### src/rtl/imem_uart_loader.sv
// imem_uart_loader: receives an 8N1 UART stream framed as LEN, LEN bytes,
// CSUM and writes the bytes into instruction memory from address 0,
// holding the CPU in reset while the load is in progress.
module imem_uart_loader #(
  parameter int CLKS_PER_BIT = 434,
  parameter int ADDR_W       = 8
) (
  input  logic              clk,
  input  logic              reset,
  input  logic              rx,
  output logic              imem_we,
  output logic [ADDR_W-1:0] imem_addr,
  output logic [7:0]        imem_wdata,
  output logic              cpu_hold,
  output logic              load_done,
  output logic              load_error
);

  localparam int TW = $clog2(CLKS_PER_BIT) + 1;
  localparam logic [TW-1:0] T_FULL = TW'(CLKS_PER_BIT - 1);
  localparam logic [TW-1:0] T_HALF = TW'(CLKS_PER_BIT / 2 - 1);

  typedef enum logic [1:0] {
    R_IDLE  = 2'd0,
    R_START = 2'd1,
    R_DATA  = 2'd2,
    R_STOP  = 2'd3
  } rx_state_t;

  typedef enum logic [2:0] {
    L_LEN  = 3'd0,
    L_DATA = 3'd1,
    L_CSUM = 3'd2,
    L_DONE = 3'd3,
    L_ERR  = 3'd4
  } ld_state_t;

  // Synchronizer flops, preset to the idle line level.
  logic rx_meta_r;
  logic rx_s_r;

  // Receiver state.
  rx_state_t   rx_state_r;
  logic [TW-1:0] timer_r;
  logic [2:0]  bit_idx_r;
  logic [7:0]  shift_r;
  logic        stop_wait_r;
  logic        byte_valid_r;
  logic [7:0]  byte_data_r;
  logic        frame_err_r;

  // Loader state.
  ld_state_t         ld_state_r;
  logic [ADDR_W-1:0] remaining_r;
  logic [ADDR_W-1:0] addr_r;
  logic [7:0]        sum_r;

  // Bring the asynchronous rx line into the clk domain.
  always_ff @(posedge clk or negedge reset) begin
    if (!reset) begin
      rx_meta_r <= 1'b1;
      rx_s_r    <= 1'b1;
    end else begin
      rx_meta_r <= rx;
      rx_s_r    <= rx_meta_r;
    end
  end

  // UART receive FSM: start-bit qualification, 8 data bits LSB first, stop check.
  always_ff @(posedge clk or negedge reset) begin
    if (!reset) begin
      rx_state_r   <= R_IDLE;
      timer_r      <= '0;
      bit_idx_r    <= 3'd0;
      shift_r      <= 8'h00;
      stop_wait_r  <= 1'b0;
      byte_valid_r <= 1'b0;
      byte_data_r  <= 8'h00;
      frame_err_r  <= 1'b0;
    end else begin
      byte_valid_r <= 1'b0;
      frame_err_r  <= 1'b0;
      case (rx_state_r)
        R_IDLE: begin
          stop_wait_r <= 1'b0;
          if (!rx_s_r) begin
            rx_state_r <= R_START;
            timer_r    <= '0;
          end else begin
            rx_state_r <= R_IDLE;
          end
        end
        R_START: begin
          if (timer_r == T_HALF) begin
            timer_r   <= '0;
            bit_idx_r <= 3'd0;
            if (rx_s_r) begin
              rx_state_r <= R_IDLE;   // glitch, not a real start bit
            end else begin
              rx_state_r <= R_DATA;
            end
          end else begin
            timer_r <= timer_r + TW'(1);
          end
        end
        R_DATA: begin
          if (timer_r == T_FULL) begin
            timer_r   <= '0;
            shift_r   <= {rx_s_r, shift_r[7:1]};
            bit_idx_r <= bit_idx_r + 3'd1;
            if (bit_idx_r == 3'd7) begin
              rx_state_r <= R_STOP;
            end else begin
              rx_state_r <= R_DATA;
            end
          end else begin
            timer_r <= timer_r + TW'(1);
          end
        end
        R_STOP: begin
          if (stop_wait_r) begin
            // Framing error already reported; wait for the line to idle.
            if (rx_s_r) begin
              rx_state_r  <= R_IDLE;
              stop_wait_r <= 1'b0;
            end else begin
              rx_state_r <= R_STOP;
            end
          end else if (timer_r == T_FULL) begin
            timer_r <= '0;
            if (rx_s_r) begin
              byte_valid_r <= 1'b1;
              byte_data_r  <= shift_r;
              rx_state_r   <= R_IDLE;
            end else begin
              frame_err_r <= 1'b1;
              stop_wait_r <= 1'b1;
            end
          end else begin
            timer_r <= timer_r + TW'(1);
          end
        end
        default: begin
          rx_state_r  <= R_IDLE;
          timer_r     <= '0;
          stop_wait_r <= 1'b0;
        end
      endcase
    end
  end

  // Loader FSM: parse LEN/data/CSUM, issue IMEM writes and drive status outputs.
  always_ff @(posedge clk or negedge reset) begin
    if (!reset) begin
      ld_state_r  <= L_LEN;
      remaining_r <= '0;
      addr_r      <= '0;
      sum_r       <= 8'h00;
      imem_we     <= 1'b0;
      imem_addr   <= '0;
      imem_wdata  <= 8'h00;
      cpu_hold    <= 1'b0;
      load_done   <= 1'b0;
      load_error  <= 1'b0;
    end else begin
      imem_we <= 1'b0;
      case (ld_state_r)
        L_LEN, L_DONE, L_ERR: begin
          // Idle, finished and failed all wait for a nonzero LEN to restart.
          if (byte_valid_r && (byte_data_r != 8'h00)) begin
            remaining_r <= ADDR_W'(byte_data_r);
            addr_r      <= '0;
            sum_r       <= 8'h00;
            load_done   <= 1'b0;
            load_error  <= 1'b0;
            cpu_hold    <= 1'b1;
            ld_state_r  <= L_DATA;
          end else begin
            ld_state_r <= ld_state_r;
          end
        end
        L_DATA: begin
          if (frame_err_r) begin
            load_error <= 1'b1;
            cpu_hold   <= 1'b1;
            ld_state_r <= L_ERR;
          end else if (byte_valid_r) begin
            imem_we     <= 1'b1;
            imem_addr   <= addr_r;
            imem_wdata  <= byte_data_r;
            addr_r      <= addr_r + ADDR_W'(1);
            sum_r       <= sum_r + byte_data_r;
            remaining_r <= remaining_r - ADDR_W'(1);
            if (remaining_r == ADDR_W'(1)) begin
              ld_state_r <= L_CSUM;
            end else begin
              ld_state_r <= L_DATA;
            end
          end else begin
            ld_state_r <= L_DATA;
          end
        end
        L_CSUM: begin
          if (frame_err_r) begin
            load_error <= 1'b1;
            cpu_hold   <= 1'b1;
            ld_state_r <= L_ERR;
          end else if (byte_valid_r) begin
            if (byte_data_r == sum_r) begin
              load_done  <= 1'b1;
              cpu_hold   <= 1'b0;
              ld_state_r <= L_DONE;
            end else begin
              load_error <= 1'b1;
              cpu_hold   <= 1'b1;
              ld_state_r <= L_ERR;
            end
          end else begin
            ld_state_r <= L_CSUM;
          end
        end
        default: begin
          ld_state_r <= L_LEN;
        end
      endcase
    end
  end

endmodule
### config.mk
export PLATFORM = sky130hd
export DESIGN_NAME = imem_uart_loader
export DESIGN_NICKNAME = d
export VERILOG_FILES = /design/src/rtl/imem_uart_loader.sv
export SDC_FILE = /design/constraint.sdc
export NUM_CORES = 1
export LEC_CHECK = 0
export ABC_CLOCK_PERIOD_IN_PS = 2800
export BUFFER_PORTS_ARGS = -buffer_cell sky130_fd_sc_hd__buf_2
export CORE_ASPECT_RATIO = 0.6
export CORE_MARGIN = 2
export CORE_UTILIZATION = 40
export CTS_CLUSTER_SIZE = 8
export DETAILED_ROUTE_END_ITERATION = 8
export GPL_TIMING_DRIVEN = 0
export RECOVER_POWER = 100
export SLEW_MARGIN = 20
export SYNTH_ARGS = -nofsm -noshare
export SYNTH_HDL_FRONTEND = slang
export SYNTH_SLANG_ARGS = --single-unit
### constraint.sdc
create_clock -name clk -period 2.8 [get_ports clk]
set_clock_uncertainty 0.2 [all_clocks]
set_input_delay 0 -clock clk [delete_from_list [all_inputs] [get_ports clk]]
set_output_delay 0 -clock clk [all_outputs]
set_load 0.03 [all_outputs]
==> results.py, run 1 <==
metrics = {
    "run_status": {
        "outcome": "completed",
    },
    "timing": {
        "timing.max_slew.rel_slack": 0.1728,
        "timing_hold_violations_final": 0,
        "timing.final.setup_violations": 0,
        "rsz_0062_raised_after_global_routing": "false",
        "period_needed_ps": 2558,
        "fmax_mhz": 391.0,
        "tightest_slew_ps": 1241,
        "finalCritPeriodShare": 0.9134,
        "layout_setup_ws_ps": 242.4,
        "final_report_max_slew_violation_count": 0,
        "totalNegativeSetupSlack_ps": 0,
        "final.hold.worst_slack_ps": 102.1,
    },
    "logic_synthesis": {
        "synth.cell_area_um2": 4220,
        "synth-seq-cells": 83,
        "register_area_share_after_synthesis": 0.4927,
        "synth_cells": 423,
        "synth-main-ff-cell": "sky130_fd_sc_hd__dfrtp_1",
        "async_reset_ff_frac": 1.000,
        "yosys_warnings": 0,
        "synth.distinct_cells": 63,
        "post_synth_edffs": 0,
        "synth.net_count": 447,
        "synth.avg_cell_area_um2": 9.977,
    },
    "power_and_ir_drop": {
        "p_per_area_nw_per_um2": 517.7,
        "leakagePower_nw": 2.306,
        "worst_ir_drop_vdd_uv": 266.6,
    },
    "clock_tree": {
        "cts-root-to-sink-buffers": 2,
        "clkTransAtPathRegs_ps": 70,
        "cts_buffers": 9,
        "clock_tree.root_cell": "sky130_fd_sc_hd__clkbuf_16",
        "insertion_delay_ps": 350,
        "cts.sinks": 83,
        "cts_tree": "done",
        "htree_num_levels": 3,
    },
    "routing": {
        "dr_total_vias": 3264,
        "drc_errors": 0,
        "drtIter0Drc": 308,
        "dr.pass1.iters": 5,
        "vias_per_cell": 5.431,
        "wire_length_per_cell_um": 15.56,
        "wl_mm": 9.352,
        "antenna_left": 0,
    },
    "final_layout": {
        "number_of_filler_instances_in_the_final_layout": 951,
        "antenna_cells": 0,
        "flow.area_growth_from_synthesis_pct": 14.05,
        "instances_no_fill": 601,
        "fin_nets": 485,
        "fraction_of_final_layout_cells_with_drive_strength_greater_than_1": 0.1073,
    },
    "placed_design": {
        "placed_cells_incl_taps": 581,
        "dp_slack_ps": 387.4,
        "place.gp.congestion": 0.8202,
        "hpwl_mm": 6.680,
        "numPortBuffers": 22,
    },
    "floorplan": {
        "area_inside_the_core_boundary_um2": 10050,
        "io_pins": 23,
        "floorplan.rows": 28,
        "floorplan.die.height_um": 83.57,
        "die-area_um2": 11420,
        "floorplan.initialDensity": 0.4197,
        "die_width_um": 136.6,
    },
    "global_route": {
        "number_of_global_route_vias_before_repair": 3013,
        "groute.usage.overall": 0.1753,
        "largest_net_degree_at_the_start_of_global_routing": 52,
        "grt_pass1_wl_mm": 15.51,
        "grt-ovfl-total": 0,
        "grt_antenna_before_repair": 0,
    },
    "worst_setup_path": {
        "setup.worst_path.end_class": "flip-flop",
        "worst_path_dominant_cell_family": "simple AND/OR/NAND/NOR gates",
        "timing.critical_path.fanout_max": 10,
        "startpoint_type": "flip-flop",
        "max_stage_delay_ps": 570,
        "path_cells": "or4_1 > o21ai_2 > nand2_2 > nand3_1 > buf_4 > o21ai_0 > nand2_1",
        "critical_path.n_buffers_inverters": 1,
        "slowest_stage_cell_cp": "sky130_fd_sc_hd__or4_1",
        "critical_path_class": "flip-flop to flip-flop",
        "worst_ep_required_time_ps": 2880,
        "cp.arrival_ps": 2640,
    },
    "job": {
        "cap_violations": 0,
    },
    "hold_path": {
        "hold_path_class": "input pin to flip-flop",
    },
}
==> layer usage <==
| metal | vias up | GRT usage | wire (um) |
|---|---|---|---|
| met5 | - | 0 | 0 |
| met4 | 0 | 0.05587 | 119 |
| met3 | 10 | 0.05282 | 623 |
| met2 | 93 | 0.2177 | 3575 |
| met1 | 1579 | 0.2803 | 5034 |
| li1 | 1582 | - | - |
==> metrics by stage <==
step           utilization  instance area [um^2]  total power, W
6_report            0.4787                  4813        0.002492
5_1_grt             0.4787                  4813        0.002584
4_1_cts             0.4872                  4898        0.002532
3_5_place_dp        0.4505                  4529        0.001259
3_3_place_gp        0.4475                  4499        0.001253
2_1_floorplan            -                  4220        0.001227
==> kinds of logic after synthesis <==
| kind of cell | Yosys count | share of synthesized area |
|---|---|---|
| AO/OA/AOI/OAI | 95 | 0.1557 |
| XOR/XNOR | 13 | 0.02698 |
| adder cells (fa/ha/maj) | 21 | 0.06404 |
| buffers and inverters | 31 | 0.03113 |
| flip-flops | 83 | 0.4927 |
| multiplexers | 18 | 0.04773 |
| AND/OR/NAND/NOR | 162 | 0.1817 |
==> repair_timing <==
| item | CTS | global route |
|---|---|---|
| hold buffers | 4 | 0 |
| setup buffers | 0 | 0 |
| resized for setup | 0 | 0 |
| hold endpoints to repair | 82 | 0 |
==> registers in the layout, summed over array words and instances, names as in the netlist <==
name / flops
addr_r: 8
bit_idx_r: 3
byte_data_r: 8
byte_valid_r: 1
cpu_hold: 1
frame_err_r: 1
imem_addr: 8
imem_wdata: 8
imem_we: 1
ld_state_r: 3
load_done: 1
load_error: 1
remaining_r: 8
rx_meta_r: 1
rx_s_r: 1
rx_state_r: 2
shift_r: 8
stop_wait_r: 1
sum_r: 8
timer_r: 10
==> final cells by class <==
class | instances | area [um^2] | share of cell area
Multi-Input combinational cell | 309 | 1991 | 0.4136
Tap cell | 135 | 168.9 | 0.03509
Clock inverter | 6 | 80.08 | 0.01664
Sequential cell | 83 | 2079 | 0.4320
Inverter | 15 | 56.30 | 0.01170
Timing Repair Buffer | 27 | 123.9 | 0.02573
Clock buffer | 10 | 239.0 | 0.04965
Buffer | 16 | 75.07 | 0.01560
==> power breakdown <==
part	leakage, nW	internal (W)	total [W]	switching, W
logic	1.02	0.00000523	0.0000307	0.0000255
registers	1.14	0.00120	0.00120	0.000000426
clock network	0.153	0.000733	0.00126	0.000527
total	2.31	0.00194	0.00249	0.000553
==> cells in the final DEF, fill, tap and decap left out, types with 4 or more instances in the layout <==
cell type	instances
sky130_fd_sc_hd__inv_1	15
sky130_fd_sc_hd__nand4_1	6
sky130_fd_sc_hd__nor2b_1	7
sky130_fd_sc_hd__nor4_1	5
sky130_fd_sc_hd__nor2_1	24
sky130_fd_sc_hd__nand2b_1	4
sky130_fd_sc_hd__a22o_1	9
sky130_fd_sc_hd__nand2_1	76
sky130_fd_sc_hd__dfrtp_1	81
sky130_fd_sc_hd__and3_1	5
sky130_fd_sc_hd__nor3_1	7
sky130_fd_sc_hd__clkbuf_1	30
sky130_fd_sc_hd__xor2_1	11
sky130_fd_sc_hd__clkbuf_16	9
sky130_fd_sc_hd__a21oi_1	17
sky130_fd_sc_hd__mux2_2	17
sky130_fd_sc_hd__nand3_1	12
sky130_fd_sc_hd__ha_1	20
sky130_fd_sc_hd__buf_2	4
sky130_fd_sc_hd__o31ai_1	6
sky130_fd_sc_hd__o21ai_0	28
==> worst paths after layout <==
check                                            from                          to  slack, ps  cells after the start
max in group asynchronous                       reset      timer_r[2]$_DFFE_PN0P_        710                      4
max reg2reg                byte_data_r[3]$_DFFE_PN0P_  remaining_r[5]$_DFFE_PN0P_        240                      7
min                                                rx         rx_meta_r$_DFF_PN1_        100                      2
min reg2reg                       rx_meta_r$_DFF_PN1_            rx_s_r$_DFF_PN1_        160                      0
min in group asynchronous                       reset    imem_addr[3]$_DFFE_PN0P_        760                      4
max                        byte_data_r[3]$_DFFE_PN0P_  remaining_r[5]$_DFFE_PN0P_        240                      7
==> cell usage after synthesis, types with 4 or more instances <==
master / number / area, um^2
sky130_fd_sc_hd__nand4_1: 6 / 37.54
sky130_fd_sc_hd__nand2_1: 76 / 285.3
sky130_fd_sc_hd__a21oi_1: 17 / 85.08
sky130_fd_sc_hd__dfrtp_1: 81 / 2027
sky130_fd_sc_hd__ha_1: 20 / 250.2
sky130_fd_sc_hd__nor2b_1: 7 / 43.79
sky130_fd_sc_hd__nand3_1: 11 / 55.05
sky130_fd_sc_hd__mux2_2: 17 / 191.4
sky130_fd_sc_hd__inv_1: 14 / 52.55
sky130_fd_sc_hd__xor2_1: 11 / 96.34
sky130_fd_sc_hd__and3_1: 5 / 31.28
sky130_fd_sc_hd__clkbuf_1: 9 / 33.78
sky130_fd_sc_hd__a22o_1: 9 / 78.83
sky130_fd_sc_hd__o31ai_1: 4 / 30.03
sky130_fd_sc_hd__nor4_1: 5 / 31.28
sky130_fd_sc_hd__nor2_1: 24 / 90.09
sky130_fd_sc_hd__nor3_1: 7 / 35.03
sky130_fd_sc_hd__nand2b_1: 4 / 25.02
sky130_fd_sc_hd__o21ai_0: 25 / 125.1
Power figures use the tool's default switching activity.
==> run 2: changes to the inputs <==
- CTS_CLUSTER_SIZE: 8 -> unset
- RECOVER_POWER: 100 -> 25
==> run 2 against run 1 <==
Cell count is the same. Non-clock buffer count is the same. Clock power is essentially flat. Critical endpoint is now remaining_r[2]$_DFFE_PN0P_. Cell area grew 0.86%. First-iteration DRC count shrank 23%. Critical path type unchanged. Register-to-register slack gained 70 ps. Core utilization grew 0.41 points.
==> results.py, run 2 (synthesis gave the netlist of run 1 again) <==
metrics = {
    "placed_design": {
        "numPortBuffers": 22,
        "placed_area_um2": 4529,
        "dp_slack_ps": 387.4,
        "place.gp.congestion": 0.8202,
        "hpwl_mm": 6.680,
    },
    "timing": {
        "timing.max_slew.rel_slack": 0.4606,
        "timing_hold_violations_final": 0,
        "tightest_slew_ps": 809.1,
        "rsz_0062_raised_after_global_routing": "false",
        "layout_setup_ws_ps": 310.5,
        "final_report_max_slew_violation_count": 0,
        "finalCritPeriodShare": 0.8891,
        "fmax_mhz": 401.7,
        "period_needed_ps": 2489,
        "totalNegativeSetupSlack_ps": 0,
        "timing.final.setup_violations": 0,
    },
    "global_route": {
        "number_of_global_route_vias_before_repair": 3013,
        "groute.usage.overall": 0.1753,
        "grt_antenna_before_repair": 0,
        "largest_net_degree_at_the_start_of_global_routing": 52,
        "grt_pass1_wl_mm": 15.51,
        "grt-ovfl-total": 0,
    },
    "floorplan": {
        "die-area_um2": 11420,
        "io_pins": 23,
        "die_width_um": 136.6,
        "floorplan.rows": 28,
        "area_inside_the_core_boundary_um2": 10050,
        "floorplan.initialDensity": 0.4197,
        "floorplan.die.height_um": 83.57,
    },
    "routing": {
        "drtIter0Drc": 237,
        "dr.pass1.iters": 5,
        "drc_errors": 0,
        "wire_length_per_cell_um": 15.56,
        "wl_mm": 9.354,
        "antenna_left": 0,
        "dr_total_vias": 3264,
        "vias_per_cell": 5.431,
    },
    "power_and_ir_drop": {
        "worst_ir_drop_vdd_uv": 263.5,
        "p_per_area_nw_per_um2": 513.3,
        "leakagePower_nw": 2.320,
    },
    "worst_setup_path": {
        "crit_path_start": "ld_state_r[2]$_DFFE_PN0P_",
        "cp.arrival_ps": 2520,
        "critical_path_class": "flip-flop to flip-flop",
        "timing.critical_path.fanout_max": 8,
        "worstReg2RegStart": "ld_state_r[2]$_DFFE_PN0P_",
        "startpoint_type": "flip-flop",
        "setup.worst_path.end_class": "flip-flop",
        "worst_ep_required_time_ps": 2830,
    },
    "clock_tree": {
        "cts-root-to-sink-buffers": 2,
        "htree_num_levels": 3,
        "cts.sinks": 83,
        "cts_buffers": 9,
        "clkTransAtPathRegs_ps": 70,
        "post_cts.resized_instances": 0,
        "buffers_inserted_during_post_cts_setup_optimization": 0,
        "cts_tree": "done",
        "clock_tree.root_cell": "sky130_fd_sc_hd__clkbuf_16",
        "insertion_delay_ps": 350,
    },
    "final_layout": {
        "regArea_um2": 2079,
        "flow.area_growth_from_synthesis_pct": 15.03,
        "fin_nets": 485,
        "fraction_of_final_layout_cells_with_drive_strength_greater_than_1": 0.1180,
        "most_frequent_cells_in_the_layout": "sky130_fd_sc_hd__dfrtp_1 (81), sky130_fd_sc_hd__nand2_1 (76), sky130_fd_sc_hd__clkbuf_1 (30)",
        "multiInputGateArea_um2": 2009,
        "mostFrequentLayoutCell": "sky130_fd_sc_hd__dfrtp_1",
        "postLayoutCellArea_um2": 4855,
        "antenna_cells": 0,
        "regMostFlops": "timer_r",
        "number_of_filler_instances_in_the_final_layout": 945,
        "largest_register_ffs": 10,
    },
    "run_status": {
        "outcome": "completed",
    },
    "hold_path": {
        "hold_path.startpoint": "rx",
        "hold_path_class": "input pin to flip-flop",
    },
    "job": {
        "cap_violations": 0,
    },
}
## run 2: changes by cell type in the layout (fill, tap and decap cells not counted), moves of 2 or more
cell	delta
sky130_fd_sc_hd__o21ai_0	-3
sky130_fd_sc_hd__o21ai_1	+2
sky130_fd_sc_hd__o31ai_1	-2
sky130_fd_sc_hd__o31ai_2	+2
## run 2: area by class of cell
cell class              count  share of cell area
inverters                  15             0.01160
flip-flops and latches     83              0.4283
clock inverters             6             0.01649
well taps                 135             0.03479
multi-input cells         309              0.4139
repair buffers             27             0.03015
clock buffers              10             0.04923
plain buffers              16             0.01546
## run 2: worst paths after layout
check / end / slack (ps) / cells past startpoint
max in group asynchronous: timer_r[4]$_DFFE_PN0P_ / 990 / 4
hold / removal: rx_meta_r$_DFF_PN1_ / 100 / 2
setup reg to reg: remaining_r[2]$_DFFE_PN0P_ / 310 / 5
setup / recovery: remaining_r[2]$_DFFE_PN0P_ / 310 / 5
hold reg to reg: rx_s_r$_DFF_PN1_ / 160 / 0
min in group asynchronous: addr_r[4]$_DFFE_PN0P_ / 630 / 4
## run 2: what timing repair did
action | 4_1_cts | 5_1_grt
hold buffers | 4 | 0
endpoints found under the hold margin | 82 | 0
setup endpoints to repair | 0 | 0
## run 2: worst max-delay path, stage by stage (launching register included)
cell and delay (ps):
sky130_fd_sc_hd__dfrtp_1 320, sky130_fd_sc_hd__clkbuf_1 290, sky130_fd_sc_hd__o21bai_1 330, sky130_fd_sc_hd__a221oi_2 690, sky130_fd_sc_hd__o21ai_0 210, sky130_fd_sc_hd__a221o_1 340
## run 2: per-stage QoR
stage / std cells / hold WS [ps] / util / power [W]
floorplan: 423 / -495.6 / - / 0.001227
global placement: 580 / -92.14 / 0.4475 / 0.001253
detailed placement: 581 / -210.6 / 0.4505 / 0.001259
CTS: 601 / 89.60 / 0.4872 / 0.002532
global route: 601 / 88.65 / 0.4828 / 0.002588
finish: 601 / 104.4 / 0.4828 / 0.002492
## run 2: power breakdown
part           internal [W]  switching, W   total, W
registers           0.00120   0.000000426    0.00120
logic            0.00000881     0.0000264  0.0000352
clock network      0.000733      0.000523    0.00126
total               0.00194      0.000549    0.00249
## run 2: layer usage
metal  GRT usage  part of all wire  vias up
li1            -                 -     1583
met5           0                 0        -
met3     0.05282             0.064       10
met2      0.2177              0.39       88
met1      0.2803              0.54     1583
met4     0.05587            0.0086        0
==> run 3: changes to the inputs <==
- CORE_UTILIZATION: 40 -> 55
- PLACE_DENSITY: unset -> 0.73
- RECOVER_POWER: 25 -> 50
==> run 3 against run 2 <==
Sequential power about the same. Worst hold slack improved by 8.2 ps. Wire length decreased by 1.1%. Power decreased by 7.7%. Die area decreased by 26%. Via count increased by 0.37%.
==> results.py, run 3 (synthesis gave the netlist of run 1 again) <==
metrics = {
    "run_status": {
        "outcome": "completed",
    },
    "routing": {
        "vias_per_cell": 5.768,
        "wl_mm": 9.252,
        "drtIter0Drc": 231,
        "dr.pass1.iters": 5,
        "drc_errors": 0,
        "wire_length_per_cell_um": 16.29,
        "antenna_left": 0,
        "dr_total_vias": 3276,
    },
    "clock_tree": {
        "cts_hold_repair.buffers": 2,
        "insertion_delay_ps": 330,
        "clock_tree.root_cell": "sky130_fd_sc_hd__clkbuf_16",
        "cts-root-to-sink-buffers": 2,
        "buffers_inserted_during_post_cts_setup_optimization": 0,
        "htree_num_levels": 3,
        "cts.sinks": 83,
        "post_cts.resized_instances": 0,
        "cts_buffers": 9,
        "clkTransAtPathRegs_ps": 60,
        "cts_tree": "done",
    },
    "floorplan": {
        "floorplan.initialDensity": 0.5736,
        "floorplan.rows": 24,
        "die_width_um": 117.1,
        "area_inside_the_core_boundary_um2": 7357,
        "floorplan.die.height_um": 71.85,
        "die-area_um2": 8413,
        "io_pins": 23,
    },
    "global_route": {
        "grt_pass1_wl_mm": 15.48,
        "largest_net_degree_at_the_start_of_global_routing": 45,
        "grt_antenna_before_repair": 0,
        "groute.usage.overall": 0.2427,
        "grt-ovfl-total": 0,
        "number_of_global_route_vias_before_repair": 3076,
    },
    "placed_design": {
        "placed_area_um2": 4483,
        "place.gp.congestion": 0.9411,
        "hpwl_mm": 6.496,
        "numPortBuffers": 22,
    },
    "final_layout": {
        "regMostFlops": "timer_r",
        "final_core_util": 0.6422,
        "most_frequent_cells_in_the_layout": "sky130_fd_sc_hd__dfrtp_1 (81), sky130_fd_sc_hd__nand2_1 (76), sky130_fd_sc_hd__clkbuf_1 (32)",
        "mostFrequentLayoutCell": "sky130_fd_sc_hd__dfrtp_1",
        "antenna_cells": 0,
        "fraction_of_final_layout_cells_with_drive_strength_greater_than_1": 0.1121,
        "fin_nets": 483,
        "largest_register_ffs": 10,
        "number_of_filler_instances_in_the_final_layout": 640,
        "postLayoutCellArea_um2": 4725,
        "flow.area_growth_from_synthesis_pct": 11.95,
    },
    "worst_setup_path": {
        "cp.arrival_ps": 2490,
        "timing.critical_path.fanout_max": 8,
        "worst_ep_required_time_ps": 2820,
        "setup.worst_path.end_class": "flip-flop",
        "startpoint_type": "flip-flop",
        "critical_path_class": "flip-flop to flip-flop",
    },
    "power_and_ir_drop": {
        "worst_ir_drop_vdd_uv": 349.6,
        "leakagePower_nw": 2.272,
        "p_per_area_nw_per_um2": 486.9,
    },
    "hold_path": {
        "hold_path_class": "input pin to flip-flop",
    },
    "timing": {
        "totalNegativeSetupSlack_ps": 0,
        "timing_hold_violations_final": 0,
        "fmax_mhz": 404.0,
        "finalCritPeriodShare": 0.8840,
        "timing.max_slew.rel_slack": 0.2780,
        "period_needed_ps": 2475,
        "rsz_0062_raised_after_global_routing": "false",
        "final_report_max_slew_violation_count": 0,
        "timing.final.setup_violations": 0,
        "tightest_slew_ps": 1083,
    },
    "job": {
        "cap_violations": 0,
    },
}
-- run 3: worst max-delay path: stages, from the launching register on --
cell and delay [ps]:
sky130_fd_sc_hd__dfrtp_1 320, sky130_fd_sc_hd__clkbuf_1 300, sky130_fd_sc_hd__o21bai_1 370, sky130_fd_sc_hd__a221oi_2 680, sky130_fd_sc_hd__o21ai_0 180, sky130_fd_sc_hd__a221o_1 310
-- run 3: power breakdown --
group | switching, W | internal, W | leakage (nW) | total [W]
registers | 0.000000513 | 0.00120 | 1.14 | 0.00120
logic | 0.0000251 | 0.00000406 | 1.02 | 0.0000292
clock network | 0.000469 | 0.000600 | 0.119 | 0.00107
-- run 3: layout make-up --
cell class / count / area (um^2) / share of cell area
Sequential cell: 83 / 2079 / 0.4401
Inverter: 15 / 56.30 / 0.01192
Clock buffer: 12 / 236.5 / 0.05005
Tap cell: 104 / 130.1 / 0.02754
Timing Repair Buffer: 25 / 110.1 / 0.02331
Clock inverter: 4 / 27.53 / 0.005826
Buffer: 16 / 75.07 / 0.01589
Multi-Input combinational cell: 309 / 2009 / 0.4253
-- run 3: worst paths after layout --
check | from | end | slack (ps) | cells after the start
min reg2reg | rx_meta_r$_DFF_PN1_ | rx_s_r$_DFF_PN1_ | 160 | 0
max in group asynchronous | reset | shift_r[2]$_DFFE_PN0P_ | 640 | 3
max reg2reg | ld_state_r[2]$_DFFE_PN0P_ | remaining_r[2]$_DFFE_PN0P_ | 320 | 5
max | ld_state_r[2]$_DFFE_PN0P_ | remaining_r[2]$_DFFE_PN0P_ | 320 | 5
min | rx | rx_meta_r$_DFF_PN1_ | 110 | 2
min in group asynchronous | reset | imem_addr[7]$_DFFE_PN0P_ | 210 | 2
-- run 3: metal layers --
layer	track usage	routed length (um)
met1	0.3788	4730
met2	0.3423	3903
met3	0.05668	534
met4	0.06013	83
met5	0	0
-- run 3: metrics by stage --
stage                     instances  hold slack [ps]  total power (W)  worst slack, ps
after floorplan                 423           -495.6         0.001227            665.7
after global placement          549           -94.71         0.001253            434.7
after detailed placement        550           -156.6         0.001257            351.6
after CTS                       568            37.65         0.002323            347.4
after global routing            568            106.1         0.002369            181.9
final                           568            112.6         0.002301            324.8
